--- src/rtl/fir_phase_scheduler.sv ---
// -----------------------------------------------------------------------------
// fir_phase_scheduler
//
// Shares one FIR datapath between three phase channels (A/B/C) that feed the
// sequence decomposer. Each accepted sample set is sent to the FIR as A, B and
// C on three consecutive cycles, each with a channel tag. A tag pipe matching
// the FIR latency routes every returning result to its phase. All three results
// are presented together with a one-cycle out_valid pulse.
//
// Ports
//   clk, rst_n          clock (rising edge), asynchronous active-low reset
//   in_valid, in_ready  sample-set handshake (in_ready high only in IDLE)
//   xa, xb, xc          phase samples, unsigned, XW bits
//   fir_en/ch/x         registered issue strobe, channel tag, sample to FIR
//   fir_y               FIR result, FIR_LAT edges after its issue edge
//   ya, yb, yc          per-phase results, held until the next completed set
//   out_valid           one-cycle pulse when ya/yb/yc update
//   overrun             sticky: in_valid seen while in_ready was low
//   ovr_cnt             (FIR_SCHED_OVR_CNT_EN only) saturating rejected count
//
// Configuration macro: FIR_SCHED_OVR_CNT_EN
//   defined   -> ovr_cnt[7:0] port present, overrun = (ovr_cnt != 0)
//   undefined -> no ovr_cnt port, overrun is a plain sticky flag
// -----------------------------------------------------------------------------
module fir_phase_scheduler #(
  parameter int FIR_LAT = 2,
  parameter int XW      = 8,
  parameter int YW      = 16
) (
  input  logic          clk,
  input  logic          rst_n,
  input  logic          in_valid,
  output logic          in_ready,
  input  logic [XW-1:0] xa,
  input  logic [XW-1:0] xb,
  input  logic [XW-1:0] xc,
  output logic          fir_en,
  output logic [1:0]    fir_ch,
  output logic [XW-1:0] fir_x,
  input  logic [YW-1:0] fir_y,
  output logic [YW-1:0] ya,
  output logic [YW-1:0] yb,
  output logic [YW-1:0] yc,
  output logic          out_valid,
`ifdef FIR_SCHED_OVR_CNT_EN
  output logic [7:0]    ovr_cnt,
`endif
  output logic          overrun
);

  typedef enum logic [2:0] {
    IDLE    = 3'd0,
    ISSUE_A = 3'd1,
    ISSUE_B = 3'd2,
    ISSUE_C = 3'd3,
    DRAIN   = 3'd4
  } state_t;

  state_t                     state_q, state_d;
  logic [XW-1:0]              xb_q, xb_d, xc_q, xc_d;
  logic                       fir_en_q, fir_en_d;
  logic [1:0]                 fir_ch_q, fir_ch_d;
  logic [XW-1:0]              fir_x_q, fir_x_d;
  logic [FIR_LAT-1:0]         tag_vld_q, tag_vld_d;
  logic [FIR_LAT-1:0][1:0]    tag_ch_q, tag_ch_d;
  logic [YW-1:0]              ya_sh_q, ya_sh_d, yb_sh_q, yb_sh_d;
  logic [YW-1:0]              ya_q, ya_d, yb_q, yb_d, yc_q, yc_d;
  logic                       out_valid_q, out_valid_d;
  logic                       cap_vld, cap_c, reject;
  logic [1:0]                 cap_ch;

  assign in_ready = (state_q == IDLE);
  assign reject   = in_valid & ~in_ready;

  // The oldest tag lines up with fir_y at this edge.
  assign cap_vld = tag_vld_q[FIR_LAT-1];
  assign cap_ch  = tag_ch_q[FIR_LAT-1];
  assign cap_c   = cap_vld && (cap_ch == 2'd2);

  // Issue FSM. fir_* are registered, so each state computes the issue for the
  // following cycle; phase A is taken straight from the inputs on accept.
  always_comb begin
    state_d  = state_q;
    xb_d     = xb_q;
    xc_d     = xc_q;
    fir_en_d = 1'b0;
    fir_ch_d = 2'd0;
    fir_x_d  = '0;
    case (state_q)
      IDLE: begin
        if (in_valid) begin
          state_d  = ISSUE_A;
          xb_d     = xb;
          xc_d     = xc;
          fir_en_d = 1'b1;
          fir_ch_d = 2'd0;
          fir_x_d  = xa;
        end
      end
      ISSUE_A: begin
        state_d  = ISSUE_B;
        fir_en_d = 1'b1;
        fir_ch_d = 2'd1;
        fir_x_d  = xb_q;
      end
      ISSUE_B: begin
        state_d  = ISSUE_C;
        fir_en_d = 1'b1;
        fir_ch_d = 2'd2;
        fir_x_d  = xc_q;
      end
      ISSUE_C: state_d = DRAIN;
      DRAIN:   if (cap_c) state_d = IDLE;
      default: state_d = IDLE;
    endcase
  end

  // Tag pipe: mirrors the FIR pipeline, one stage per FIR register.
  always_comb begin
    tag_vld_d    = tag_vld_q;
    tag_ch_d     = tag_ch_q;
    tag_vld_d[0] = fir_en_q;
    tag_ch_d[0]  = fir_ch_q;
    for (int i = 1; i < FIR_LAT; i++) begin
      tag_vld_d[i] = tag_vld_q[i-1];
      tag_ch_d[i]  = tag_ch_q[i-1];
    end
  end

  // Result capture: A/B park in shadow registers so the outputs change only
  // once, together, on the C capture edge.
  always_comb begin
    ya_sh_d     = ya_sh_q;
    yb_sh_d     = yb_sh_q;
    ya_d        = ya_q;
    yb_d        = yb_q;
    yc_d        = yc_q;
    out_valid_d = cap_c;
    if (cap_vld) begin
      case (cap_ch)
        2'd0:    ya_sh_d = fir_y;
        2'd1:    yb_sh_d = fir_y;
        2'd2: begin
          ya_d = ya_sh_q;
          yb_d = yb_sh_q;
          yc_d = fir_y;
        end
        default: ;
      endcase
    end
  end

  always_ff @(posedge clk or negedge rst_n) begin
    if (!rst_n) begin
      state_q     <= IDLE;
      xb_q        <= '0;
      xc_q        <= '0;
      fir_en_q    <= 1'b0;
      fir_ch_q    <= 2'd0;
      fir_x_q     <= '0;
      tag_vld_q   <= '0;
      tag_ch_q    <= '0;
      ya_sh_q     <= '0;
      yb_sh_q     <= '0;
      ya_q        <= '0;
      yb_q        <= '0;
      yc_q        <= '0;
      out_valid_q <= 1'b0;
    end else begin
      state_q     <= state_d;
      xb_q        <= xb_d;
      xc_q        <= xc_d;
      fir_en_q    <= fir_en_d;
      fir_ch_q    <= fir_ch_d;
      fir_x_q     <= fir_x_d;
      tag_vld_q   <= tag_vld_d;
      tag_ch_q    <= tag_ch_d;
      ya_sh_q     <= ya_sh_d;
      yb_sh_q     <= yb_sh_d;
      ya_q        <= ya_d;
      yb_q        <= yb_d;
      yc_q        <= yc_d;
      out_valid_q <= out_valid_d;
    end
  end

`ifdef FIR_SCHED_OVR_CNT_EN
  logic [7:0] ovr_cnt_q, ovr_cnt_d;

  always_comb begin
    ovr_cnt_d = ovr_cnt_q;
    if (reject && (ovr_cnt_q != 8'hFF)) ovr_cnt_d = ovr_cnt_q + 8'd1;
  end

  always_ff @(posedge clk or negedge rst_n) begin
    if (!rst_n) ovr_cnt_q <= 8'd0;
    else        ovr_cnt_q <= ovr_cnt_d;
  end

  assign ovr_cnt = ovr_cnt_q;
  assign overrun = (ovr_cnt_q != 8'd0);
`else
  logic overrun_q, overrun_d;

  assign overrun_d = overrun_q | reject;

  always_ff @(posedge clk or negedge rst_n) begin
    if (!rst_n) overrun_q <= 1'b0;
    else        overrun_q <= overrun_d;
  end

  assign overrun = overrun_q;
`endif

  assign fir_en    = fir_en_q;
  assign fir_ch    = fir_ch_q;
  assign fir_x     = fir_x_q;
  assign ya        = ya_q;
  assign yb        = yb_q;
  assign yc        = yc_q;
  assign out_valid = out_valid_q;

endmodule

--- config.mk ---
export PLATFORM = sky130hd
export DESIGN_NAME = fir_phase_scheduler
export DESIGN_NICKNAME = d
export VERILOG_FILES = /design/src/rtl/fir_phase_scheduler.sv
export SDC_FILE = /design/constraint.sdc
export NUM_CORES = 1
export LEC_CHECK = 0
export BUFFER_PORTS_ARGS = -buffer_cell sky130_fd_sc_hd__clkbuf_2
export CORE_MARGIN = 2
export CORE_UTILIZATION = 57
export CTS_CLUSTER_DIAMETER = 150
export CTS_CLUSTER_SIZE = 10
export DETAILED_ROUTE_END_ITERATION = 10
export PLACE_DENSITY = 0.84
export SLEW_MARGIN = 20
export SYNTH_ARGS = -nofsm -noshare
export SYNTH_HDL_FRONTEND = slang
export SYNTH_SLANG_ARGS = --single-unit
--- constraint.sdc ---
create_clock -name clk -period 2.4 [get_ports clk]
set_input_delay 0.24 -clock clk [delete_from_list [all_inputs] [get_ports clk]]
set_output_delay 0.24 -clock clk [all_outputs]
set_load 0.05 [all_outputs]
==> metrics <==
Worst setup SP type flip-flop; Adder-Cell Fraction of Synth Area 0; synth unique cells 23; initial antenna violation count 0; async set-reset flop share out of synthesis 1.00; Synth-to-Final Area Change 38.6%; Die Ht 92.1 um; critical path cell sequence buf_4 > nor3_1 > clkbuf_2; Core Box Area 7610 um2; first-pass GRT wire length 15500 um; Worst Setup End Kind output pin; CTS tree built; count leader, synth dfrtp_1; Synth top cells by count dfrtp_1 (118), mux2_2 (96), a221o_1 (8); total number of vias 2860; ant diodes 0; Via density 5.33; Post-DRT Antenna Nets 0; Fin. Hold Viols 0; share of cells above drive strength 1 0.568; endpoints failing setup 0; Int Pwr 6.38 mW; full die area 8480 um2; mux cell area share after synthesis 0.245; Mapped Area 4420 um2; crit path max-delay cell type dfrtp_1; Switch Pwr 4.19 mW; I/O pin cnt 105; power share of the sequential group 0.335; WHS 32.0 ps; row count 32; critical path class reg2out; Detailed Place HPWL 5470 um; maximum VDD drop 1.23 mV; total track usage 0.245; Synth Flop Type dfrtp_1; sw frac 0.396; Setup TNS Final 0 ps; Worst slew margin 0.625; pre-CTS setup slack 605 ps; gr ovfl total 0; CTS Sinks 118; crit-path max cell delay 420 ps; CP Data Arrival Time 1840 ps; post-synthesis xor/xnor area fraction 0; vias in the first global route 3115; post-synthesis sequential area ratio 0.668; final wirelength 9620 um; max frequency 482 MHz; HP Class in2reg; Pwr Density 1730 nW/um2; Port Buf Inserts 104; Final Instance Area 6120 um2; Yosys reg bits 118; ranking of synthesized cells by area dfrtp_1 (67%), mux2_2 (24%), a221o_1 (1.8%); crit path max fanout 14; syn nets 305; simple-gate area share of the yosys netlist 0.0430; clock share of power 0.253; share of the synthesized area in the top cell type 0.668; max_cap viols 0; total CTS buffers 17; Compound-Gate Fraction of Synth Area 0.0212; TritonRoute pass-1 iters 4; 1st-iter DRT viols 164; RSZ-0062 raised after global routing no; status completed; PostCTS Resize Cnt 0; gpl congestion 0.702; Post-synth EDFFs 0; Leak Pwr 2.90 nW; Comb power frac 0.412; clock root buffer clkbuf_8; final worst-path setup slack 323 ps; # H-tree levels 4; Nets 465; post-synth top area cell dfrtp_1; Final Cycle Share 0.865; max-slew violations 0; synthesis warning total 0; starting density of the core 0.581; routed wire length per instance 17.9 um; Post-Syn Instances 262; Worst Path Required 2160 ps; clock slew at reported path FFs 60 ps; syn_area_per_cell 16.9 um2; worst skew pair latency 510 ps; Cell Area, Placed 5090 um2; die width 92.1 um; Final min period 2080 ps; worst clock skew 10.7 ps; clock buffer depth 2; crit path buf inv count 2; pin count of the biggest net entering global routing 51; Least-Margin Pin Slew 560 ps; Top delay family on crit path buffers and inverters; largest family of logic cells by synthesized area multiplexers; DRC 0
==> state kept, by name, summed over array words and instances (netlist names), 2 cells and up <==
signal and cells:
yc 16, ya 16, xb_q 8, tag_ch_d 2
yb 16, cap_ch 2, ya_sh_q 16, xc_q 8
fir_x 8, tag_vld_q 2, fir_ch 2, state_q 3
yb_sh_q 16
==> cells by family (layout without fill, tap and decap cells) <==
family | Yosys count | count (layout)
AOI/OAI and AO/OA | 10 | 10
muxes | 96 | 96
DFF | 118 | 118
and+or+nand+nor | 21 | 21
buffers and inverters | 17 | 190
==> worst reg2reg max path, delay by kind of cell, from the launching register on <==
family | cells | cell delay (ps)
buf+inv | 1 | 290
flops | 1 | 560
mux | 1 | 370
simple gates | 1 | 560
==> final timing paths <==
| path | start | end | slack, ps | cells after the start |
|---|---|---|---|---|
| setup reg to reg | state_q[0]$_DFFE_PN0P_ | xb_q[2]$_DFFE_PN0P_ | 520 | 3 |
| hold / removal | fir_y[6] | yb_sh_q[6]$_DFFE_PN0P_ | 30 | 2 |
| min in group asynchronous | rst_n | yb[11]$_DFFE_PN0P_ | 230 | 2 |
| hold reg to reg | tag_vld_q[0]$_DFF_PN0_ | tag_vld_q[1]$_DFF_PN0_ | 350 | 0 |
| setup / recovery | state_q[2]$_DFFE_PN0P_ | in_ready | 320 | 3 |
| max in group asynchronous | rst_n | state_q[1]$_DFFE_PN0P_ | 1370 | 3 |
==> final cells by class <==
| cell class | instances | area (um2) |
|---|---|---|
| fill | 405 | 1480 |
| tap | 102 | 128 |
| timing repair buffer | 156 | 1040 |
| multi-input combinational | 127 | 1370 |
| clock inverter | 8 | 143 |
| inverter | 2 | 7.51 |
| sequential | 118 | 2950 |
| clock buffer | 24 | 490 |
==> placed cells by master (no fill, tap or decap), drive strengths merged <==
master	n
clkbuf	127
dfrtp	118
mux2	96
dlygate4sd3	40
buf	13
a221o	8
nor4bb	6
bufinv	4
clkinv	3
nor3b	3
nor3	2
and4bb	2
nand3b	2
inv	2
nor4b	1
or3	1
o21bai	1
or3b	1
nand2	1
o22ai	1
or2	1
nor2	1
clkinvlp	1
==> power by group through the flow <==
stage	sequential, mW	combinational [mW]	clock (mW)
floorplan	5.09	1.66	0
global placement	3.46	4.17	0
detailed placement	3.53	4.26	0
CTS	3.52	4.35	2.70
global route	3.65	4.55	2.80
finish	3.54	4.35	2.67
==> per-stage QoR <==
step           utilization  std cells  power (mW)
6_report             0.805        537        10.6
4_1_cts              0.805        537        10.6
3_5_place_dp         0.669        465        7.79
2_1_floorplan            -        262        6.75
5_1_grt              0.805        537        11.0
3_3_place_gp         0.669        465        7.63
==> repair_timing <==
action,4_1_cts,5_1_grt
buffers inserted,0,0
setup endpoints to repair,0,0
hold endpoints to repair,100,0
hold buffers,40,0
==> routing by layer <==
metal / share of wire / GRT usage / up-vias
met5: 0 / 0 / -
met4: 0.017 / 0.106 / 0
met3: 0.042 / 0.0666 / 13
met2: 0.54 / 0.430 / 97
met1: 0.40 / 0.282 / 1473
li1: - / - / 1277
No activity file was read; power rests on OpenSTA's default activity.
